**config.mk**
```make
export PLATFORM = sky130hd
export DESIGN_NAME = jtframe_frame_stats
export DESIGN_NICKNAME = d
export VERILOG_FILES = /design/src/rtl/jtframe_stats_pkg.sv /design/src/rtl/jtframe_span_cnt.sv /design/src/rtl/jtframe_frame_stats.sv
export SDC_FILE = /design/constraint.sdc
export NUM_CORES = 1
export LEC_CHECK = 0
export CORE_MARGIN = 2
export CORE_UTILIZATION = 50
export DETAILED_ROUTE_END_ITERATION = 10
export GPL_ROUTABILITY_DRIVEN = 0
export PLACE_DENSITY = 0.76
export SYNTH_ARGS = -nofsm -noshare
export SYNTH_HDL_FRONTEND = slang
export SYNTH_SLANG_ARGS = --single-unit
```
**constraint.sdc**
```tcl
create_clock -name clk -period 1.8 [get_ports clk]
set_input_delay 0.27 -clock clk [delete_from_list [all_inputs] [get_ports clk]]
set_output_delay 0.27 -clock clk [all_outputs]
set_load 0.02 [all_outputs]
```
**src/rtl/jtframe_stats_pkg.sv**
```systemverilog
`default_nettype none
// +----------------------------------------------------------------------+
// | Module  : jtframe_stats_pkg                                          |
// | Brief   : Shared constants and helpers for the frame statistics unit |
// | Revision: 1.0 - initial release                                      |
// +----------------------------------------------------------------------+
package jtframe_stats_pkg;

    localparam int c_match_w = 4;

    // Increment that sticks at the all-ones value of a 'width'-bit counter.
    function automatic logic [31:0] sat_inc(input logic [31:0] val, input int width);
        logic [31:0] w_max;
        w_max = (width >= 32) ? 32'hFFFF_FFFF : ((32'd1 << width) - 32'd1);
        return (val >= w_max) ? w_max : val + 32'd1;
    endfunction

endpackage
`default_nettype wire

```
**src/rtl/jtframe_span_cnt.sv**
```systemverilog
`default_nettype none
// +----------------------------------------------------------------------+
// | Module  : jtframe_span_cnt                                           |
// | Brief   : Edge-delimited saturating span counter with latch register |
// | Revision: 1.0 - initial release                                      |
// +----------------------------------------------------------------------+
module jtframe_span_cnt
    import jtframe_stats_pkg::*;
#(
    parameter int W = 10
) (
    input  logic         clk,
    input  logic         rst,
    input  logic         i_cen,
    input  logic         i_edge_sig,
    input  logic         i_inc,
    output logic         o_rise,
    output logic         o_latch,
    output logic [W-1:0] o_lat,
    output logic [W-1:0] o_lat_nxt
);

    logic         r_prev;
    logic         r_valid;
    logic [W-1:0] r_cnt;
    logic [W-1:0] r_lat;
    logic         w_rise;
    logic         w_latch;

    assign w_rise  = i_cen & i_edge_sig & ~r_prev;
    assign w_latch = w_rise & r_valid;

    // The span opened before the first edge after reset is partial, so it is never latched.
    always_ff @(posedge clk) begin
        if (rst) begin
            r_prev  <= 1'b0;
            r_valid <= 1'b0;
            r_cnt   <= '0;
            r_lat   <= '0;
        end else if (i_cen) begin
            r_prev <= i_edge_sig;
            if (w_rise) begin
                r_valid <= 1'b1;
                r_cnt   <= W'(i_inc);
                if (r_valid) begin
                    r_lat <= r_cnt;
                end
            end else if (i_inc) begin
                r_cnt <= W'(sat_inc(32'(r_cnt), W));
            end
        end
    end

    assign o_rise    = w_rise;
    assign o_latch   = w_latch;
    assign o_lat     = r_lat;
    assign o_lat_nxt = w_latch ? r_cnt : r_lat;

endmodule
`default_nettype wire

```
**src/rtl/jtframe_frame_stats.sv**
```systemverilog
`default_nettype none
// +----------------------------------------------------------------------+
// | Module  : jtframe_frame_stats                                        |
// | Brief   : Video timing monitor: frame count, line/frame geometry,    |
// |           timing stability and frame-limit done flag                 |
// | Revision: 1.0 - initial release                                      |
// +----------------------------------------------------------------------+
module jtframe_frame_stats
    import jtframe_stats_pkg::*;
#(
    parameter int          CW            = 32,
    parameter int          LW            = 10,
    parameter int          PW            = 10,
    parameter int unsigned MAXFRAME      = 0,
    parameter int          STABLE_FRAMES = 3
) (
    input  logic          clk,
    input  logic          rst,
    input  logic          pxl_cen,
    input  logic          hs,
    input  logic          vs,
    input  logic          hb,
    input  logic          vb,
    output logic [CW-1:0] frame_cnt,
    output logic          frame_stb,
    output logic [PW-1:0] pxl_total,
    output logic [PW-1:0] pxl_vis,
    output logic [LW-1:0] lines_total,
    output logic [LW-1:0] lines_vis,
    output logic          stable,
    output logic          frames_done
);

    localparam logic [CW-1:0]        c_maxframe   = CW'(MAXFRAME);
    localparam bit                   c_done_en    = (MAXFRAME != 0);
    localparam logic [c_match_w-1:0] c_stable_thr = c_match_w'(STABLE_FRAMES);

    logic                 w_hs_rise;
    logic                 w_vs_rise;
    logic                 w_frame_latch;
    logic [PW-1:0]        w_pt_nxt;
    logic [LW-1:0]        w_lt_nxt;
    logic                 w_pt_latch;
    logic                 w_pv_rise;
    logic                 w_pv_latch;
    logic [PW-1:0]        w_pv_nxt;
    logic                 w_lv_rise;
    logic                 w_lv_latch;
    logic [LW-1:0]        w_lv_nxt;
    logic                 w_unused;

    logic [LW+PW-1:0]     w_sig_nxt;
    logic [LW+PW-1:0]     r_prev_sig;
    logic [c_match_w-1:0] r_match;
    logic [c_match_w-1:0] w_match_nxt;
    logic [CW-1:0]        w_frame_nxt;

    jtframe_span_cnt #(.W(PW)) u_pxl_total (
        .clk        (clk),
        .rst        (rst),
        .i_cen      (pxl_cen),
        .i_edge_sig (hs),
        .i_inc      (1'b1),
        .o_rise     (w_hs_rise),
        .o_latch    (w_pt_latch),
        .o_lat      (pxl_total),
        .o_lat_nxt  (w_pt_nxt)
    );

    jtframe_span_cnt #(.W(PW)) u_pxl_vis (
        .clk        (clk),
        .rst        (rst),
        .i_cen      (pxl_cen),
        .i_edge_sig (hs),
        .i_inc      (~hb),
        .o_rise     (w_pv_rise),
        .o_latch    (w_pv_latch),
        .o_lat      (pxl_vis),
        .o_lat_nxt  (w_pv_nxt)
    );

    // Line axis counts hs rises; a coincident hs rise lands in the new frame.
    jtframe_span_cnt #(.W(LW)) u_lines_total (
        .clk        (clk),
        .rst        (rst),
        .i_cen      (pxl_cen),
        .i_edge_sig (vs),
        .i_inc      (w_hs_rise),
        .o_rise     (w_vs_rise),
        .o_latch    (w_frame_latch),
        .o_lat      (lines_total),
        .o_lat_nxt  (w_lt_nxt)
    );

    jtframe_span_cnt #(.W(LW)) u_lines_vis (
        .clk        (clk),
        .rst        (rst),
        .i_cen      (pxl_cen),
        .i_edge_sig (vs),
        .i_inc      (w_hs_rise & ~vb),
        .o_rise     (w_lv_rise),
        .o_latch    (w_lv_latch),
        .o_lat      (lines_vis),
        .o_lat_nxt  (w_lv_nxt)
    );

    assign w_unused = ^{w_pt_latch, w_pv_rise, w_pv_latch, w_pv_nxt,
                        w_lv_rise, w_lv_latch, w_lv_nxt};

    // Frame signature uses the post-edge line length so a coincident hs rise is seen.
    assign w_sig_nxt   = {w_lt_nxt, w_pt_nxt};
    assign w_frame_nxt = frame_cnt + CW'(1);

    always_comb begin
        w_match_nxt = '0;
        if (w_sig_nxt == r_prev_sig) begin
            w_match_nxt = c_match_w'(sat_inc(32'(r_match), c_match_w));
        end
    end

    always_ff @(posedge clk) begin
        if (rst) begin
            frame_cnt   <= '0;
            frame_stb   <= 1'b0;
            frames_done <= 1'b0;
            r_prev_sig  <= '0;
            r_match     <= '0;
            stable      <= 1'b0;
        end else begin
            frame_stb <= w_vs_rise;
            if (w_vs_rise) begin
                frame_cnt <= w_frame_nxt;
                if (c_done_en && (w_frame_nxt == c_maxframe)) begin
                    frames_done <= 1'b1;
                end
            end
            if (w_frame_latch) begin
                r_prev_sig <= w_sig_nxt;
                r_match    <= w_match_nxt;
                stable     <= (w_match_nxt >= c_stable_thr);
            end
        end
    end

endmodule
`default_nettype wire

```
[Yosys cells after proc, flatten, opt, wreduce, memory -nomap -nowiden]
Cells that the tools add are included.
Widths: inputs -> output; s select.
Operators by class
  $add $sub $neg: 6
  order comparisons: 6
  eq/ne operators: 2
  muxes and demuxes: 15
  bitwise gates (word level): 11
  reduce and logical (&&, ||, !) cells: 9
Operator list (count)
  $mux 10: 13
  $add 10x1->10 const B: 4
  $ge 10x10->1 const B: 4
  $add 32x1->32 const B: 1
  $eq 20x20->1: 1
  $reduce_and 2->1: 5
  $mux 4: 2
  $and 1x1->1: 7
  $reduce_and 3->1: 2
  $add 4x1->4 const B: 1
  $ge 4x2->1 const B: 1
  $ge 4x4->1 const B: 1
  $not 1->1: 4
  $reduce_bool 2->1: 2
  $ne 2x1->1 const B: 1
Storage, ports and cells
  bits in registers: 142
  bits of input ports: 7
  output and inout port bits: 75
  logic and storage cells: 66

[Longest topological paths before layout]
  word-level depth: 7
  depth in mapped cells: 9
  depth with buffers taken out: 7

[Hierarchy]
From an unflattened synthesis, not the netlist that was laid out.
Second synthesis, totals
  cell total of the unflattened synthesis: 705
  area, all modules: 6951.7 um2
By module, submodules not included
  jtframe_span_cnt: times used 4, cells an instance 101, area an instance 1064.8 um2, seq. area each 440.4 um2
  jtframe_frame_stats: times used 1, cells an instance 301, area an instance 2692.6 um2, seq. area each 1161.1 um2

[Worst setup path before layout]
Ideal clock, no wire load.
  path type: flip-flop to flip-flop
  start: reg u_lines_total.r_cnt[0]
  end: reg r_match[3]
  setup time: 79 ps
  data arrival time: 1865 ps
  data required time: 1721 ps
  slack: -145 ps
  cell stages (with the launch flop): 7
  clock period less this slack: 1945 ps
  path through: dfxtp_1 -> xnor2_1 -> o221ai_1 -> or4_1 -> a221oi_1 -> nand4_2 -> a211oi_2
Between the ends
  word-level cells in the longest chain between the ends: 3
Ends and longest elaborated chain
  start: declaration: RTL line jtframe_span_cnt.sv:25  | logic [W-1:0] r_cnt;
  start signal: assignment: RTL line jtframe_span_cnt.sv:44  | r_cnt <= W'(i_inc);
  start signal: assignment: RTL line jtframe_span_cnt.sv:49  | r_cnt <= W'(sat_inc(32'(r_cnt), W));
  $mux 10: RTL line jtframe_span_cnt.sv:57  | assign o_lat_nxt = w_latch ? r_cnt : r_lat;
  $eq 20x20->1: RTL line jtframe_frame_stats.sv:116  | if (w_sig_nxt == r_prev_sig) begin
  $mux 4: RTL line jtframe_frame_stats.sv:116
  end signal: assignment: RTL line jtframe_frame_stats.sv:139  | r_match <= w_match_nxt;
  end: declaration: RTL line jtframe_frame_stats.sv:54  | logic [c_match_w-1:0] r_match;
Every way passes these cells.
A chain may end at the register's enable or synchronous reset.

[Worst setup path after layout]
  start: reg u_lines_total.r_prev
  end: reg stable
Between the ends
  word-level cells in the longest chain between the ends: 7
Ends and longest elaborated chain
  start: declaration: RTL line jtframe_span_cnt.sv:23  | logic r_prev;
  start signal: assignment: RTL line jtframe_span_cnt.sv:41  | r_prev <= i_edge_sig;
  $not 1->1 *: RTL line jtframe_span_cnt.sv:30  | assign w_rise = i_cen & i_edge_sig & ~r_prev;
  $and 1x1->1 *: RTL line jtframe_span_cnt.sv:30
  $and 1x1->1 *: RTL line jtframe_span_cnt.sv:31  | assign w_latch = w_rise & r_valid;
  $mux 10: RTL line jtframe_span_cnt.sv:57
  $eq 20x20->1: RTL line jtframe_frame_stats.sv:116
  $mux 4: RTL line jtframe_frame_stats.sv:116
  $ge 4x2->1: RTL line jtframe_frame_stats.sv:140  | stable <= (w_match_nxt >= c_stable_thr);
  end signal: assignment: RTL line jtframe_frame_stats.sv:140
  end: declaration: RTL line jtframe_frame_stats.sv:30  | output logic stable,
Every way passes the cells marked *; elsewhere a longest branch is shown, timed or not.

==> flow_metrics.tcl <==
set metrics [dict create \
    yosysTopAreaCell "dfxtp_1" \
    dp_hpwl_mm 11.9 \
    worst_clock_skew_ps 6.38 \
    drt_iter0_markers 510 \
    synth_cells 766 \
    fin_crit_sh 1.17 \
    htreeDepth 4 \
    hold_depth 3 \
    fmax_ghz 0.475 \
    ir_drop_mv 0.677 \
    cp_num_buf_inv 1 \
    ys_seq_area_frac 0.447 \
    grt_pass1_vias 5968 \
    synth_edf_count 0 \
    clock-sinks 142 \
    critPathMaxFanout 5 \
    multiInputGateArea_um2 3530 \
    cts_hold_buf 0 \
    critPathTopFamily "simple AND/OR/NAND/NOR gates" \
    regArea_um2 2860 \
    final_layout_size_suffix_gt1_frac 0.219 \
    status "finished, violations left" \
    synth_fp_nets 779 \
    grt_pass1_wl_mm 27.6 \
    antennaDiodeCount 0 \
    finalSetupViolCount 18 \
    min_from "vs" \
    crit_path_cell_trace "and4b_1 -> o2111ai_1 -> or4_4 -> a221oi_4 -> nand4_4 -> buf_4 -> o21ai_2" \
    power_density_nw_per_um2 816 \
    cp-start-kind "flip-flop" \
    final_antenna_net_count 0 \
    avgViaCountPerCell 5.59 \
    synthFlopType "dfxtp_1" \
    largest_register "frame_cnt" \
    io_pins 82 \
    clock_latency_ps 420 \
    synth.top_cell.area_share 0.447 \
    largest_register_ffs 32 \
    hp-class "primary input to flip-flop" \
    cts_root_buf "clkbuf_16" \
    critPathRequiredTime_ps 2160 \
    syn_area_per_cell_um2 8.30 \
    start_util 0.508 \
    antenna_found_initial 0 \
    synth_seq_cells 142 \
    r2r_end "stable$_SDFFE_PP0P_" \
    rsz0062_at_grt "true" \
    ys_types 58 \
    syn2layout_area_growth_pct 41.8 \
    fillers 932 \
    crit_arrival_ps 2460 \
    cts_buffer_depth 2 \
    grt.overflow.total 0 \
    period_minus_slack_ps 2110 \
    reg2reg_depth 7 \
    leakage_uw 0.00366 \
    r2r_start "u_lines_total.r_prev$_SDFFE_PP0P_" \
    yosysMostFrequentCell "dfxtp_1" \
    wl_mm 17.5 \
    grt_max_degree 57 \
    hold_end "u_lines_total.r_prev$_SDFFE_PP0P_" \
    crit_slowest_cell "or4_4" \
    synth.top_cells.by_count "142 x dfxtp_1, 100 x nand2_1, 89 x nor2_1, 69 x a21oi_1" \
    wire_per_inst_um 15.7 \
    core_area_um2 12500 \
    dp_worst_setup_slack_ps -801 \
    nets 942 \
    hold_viol 0 \
    violations "negative setup slack" \
    drt_pass1_iterations 5 \
    numPortBuffers 80 \
    syn_area_um2 6360 \
    end_kind "flip-flop" \
    synthTopCellsByArea "dfxtp_1 45%, nand2_1 5.9%, a21oi_1 5.4%, nor2_1 5.3%, mux2i_1 2.7%" \
    worstSetupPathType "flip-flop to flip-flop" \
    ys_async_sr_fraction 0 \
    rrSetupSlack_ps -310 \
    cts_tree "yes" \
    setup_ws_ps -307 \
    reg.largest.list "frame_cnt x32, r_prev_sig x20" \
    dieHeight_um 117 \
    drv_cap 0 \
    rows 41 \
    die_w_um 117 \
    maxSlewViolCount 0 \
    ys_warn_count 0 \
    cts_buffers 17 \
    track_usage 0.255 \
    die_area_um2 13600 \
    drc 0 \
    cp_slowest_stage_delay_ps 560 \
    vias 6227 \
    path_clk_slew_ps 60 \
    hold_ws_ps 215 \
]
[final cells by class]
class | count | share of cell area
Clock inverter | 11 | 0.0179
Sequential cell | 142 | 0.317
Inverter | 23 | 0.00957
Timing Repair Buffer | 188 | 0.187
Multi-Input combinational cell | 557 | 0.392
Clock buffer | 21 | 0.0522
Tap cell | 172 | 0.0239
[worst max path at each step]
stage | from | end | slack (ps) | depth (start not counted)
2_1_floorplan | r_prev_sig[10]$_SDFFE_PP0P_ | r_match[3]$_SDFFE_PP0P_ | -40 | 6
3_3_place_gp | pxl_cen | r_match[3]$_SDFFE_PP0P_ | -710 | 7
3_5_place_dp | pxl_cen | r_match[3]$_SDFFE_PP0P_ | -800 | 7
4_1_cts | r_prev_sig[10]$_SDFFE_PP0P_ | r_match[3]$_SDFFE_PP0P_ | -260 | 6
5_1_grt | u_lines_total.r_prev$_SDFFE_PP0P_ | r_match[3]$_SDFFE_PP0P_ | -400 | 6
6_report | u_lines_total.r_prev$_SDFFE_PP0P_ | stable$_SDFFE_PP0P_ | -310 | 7
[worst reg2reg max path, delay by kind of cell, from the launching register on]
family | cells | cell delay, ps
and+or+nand+nor | 3 | 1000
AOI/OAI and AO/OA | 3 | 540
DFF | 1 | 320
buffers and inverters | 1 | 190
[metal layers]
metal	GRT usage	routed length (um)
met2	0.432	8890
met4	0.100	265
met3	0.0586	807
met1	0.315	7580
met5	0	0
[where the power goes]
part | leakage, uW | switching [uW] | internal [uW] | total [uW]
sequential | 0.00115 | 27.4 | 3170 | 3200
clock | 0.000313 | 1330 | 2420 | 3750
combinational | 0.00219 | 229 | 179 | 408
total | 0.00366 | 1590 | 5770 | 7360
[placed cells by master (no fill, tap or decap), types with 5 or more instances in the layout]
| cell | instances |
|---|---|
| mux2i_1 | 17 |
| a211oi_1 | 21 |
| nand3_1 | 31 |
| nor3_4 | 8 |
| nor2_1 | 87 |
| clkbuf_16 | 17 |
| dlymetal6s2s_1 | 8 |
| and4_1 | 6 |
| o21ai_0 | 29 |
| or3_1 | 10 |
| clkinv_2 | 5 |
| nand4_1 | 13 |
| nor2b_1 | 11 |
| clkdlybuf4s50_1 | 68 |
| nand2_1 | 99 |
| a21oi_1 | 66 |
| dfxtp_2 | 16 |
| inv_1 | 23 |
| a31oi_1 | 10 |
| and3_1 | 7 |
| o21ai_1 | 5 |
| nand2b_1 | 7 |
| xnor2_1 | 15 |
| dfxtp_1 | 126 |
| nor3_1 | 8 |
| xor2_1 | 18 |
| buf_4 | 102 |
[per-stage QoR]
step	power [uW]	util	std cells	cell area [um^2]	TNS (ps)
final	7360	0.720	1114	9020	-1880
after global routing	7590	0.720	1114	9020	-3640
after CTS	7360	0.694	1108	8690	-1060
after detailed placement	3640	0.640	1075	8020	-33120
after global placement	3620	0.640	1075	8020	-30420
after floorplan	3480	-	766	6400	-42.3
[repair_timing]
action                     4_1_cts  5_1_grt
setup endpoints to repair       33       48
pin swaps                        4       25
cloned                           1        1
resized for setup               13       63
setup buffers                    0        5
[cells by family (layout without fill, tap and decap cells)]
family                   Yosys count  in the layout  synth area share
multiplexers                      18             18            0.0303
buffers and inverters             68            243            0.0445
AND/OR/NAND/NOR                  327            328             0.253
other                              1              1          0.000590
XOR/XNOR                          34             34            0.0468
flip-flops                       142            142             0.447
AO/OA/AOI/OAI                    170            170             0.166
adder cells (fa/ha/maj)            6              6            0.0118
(Power assumes the default switching activity.)
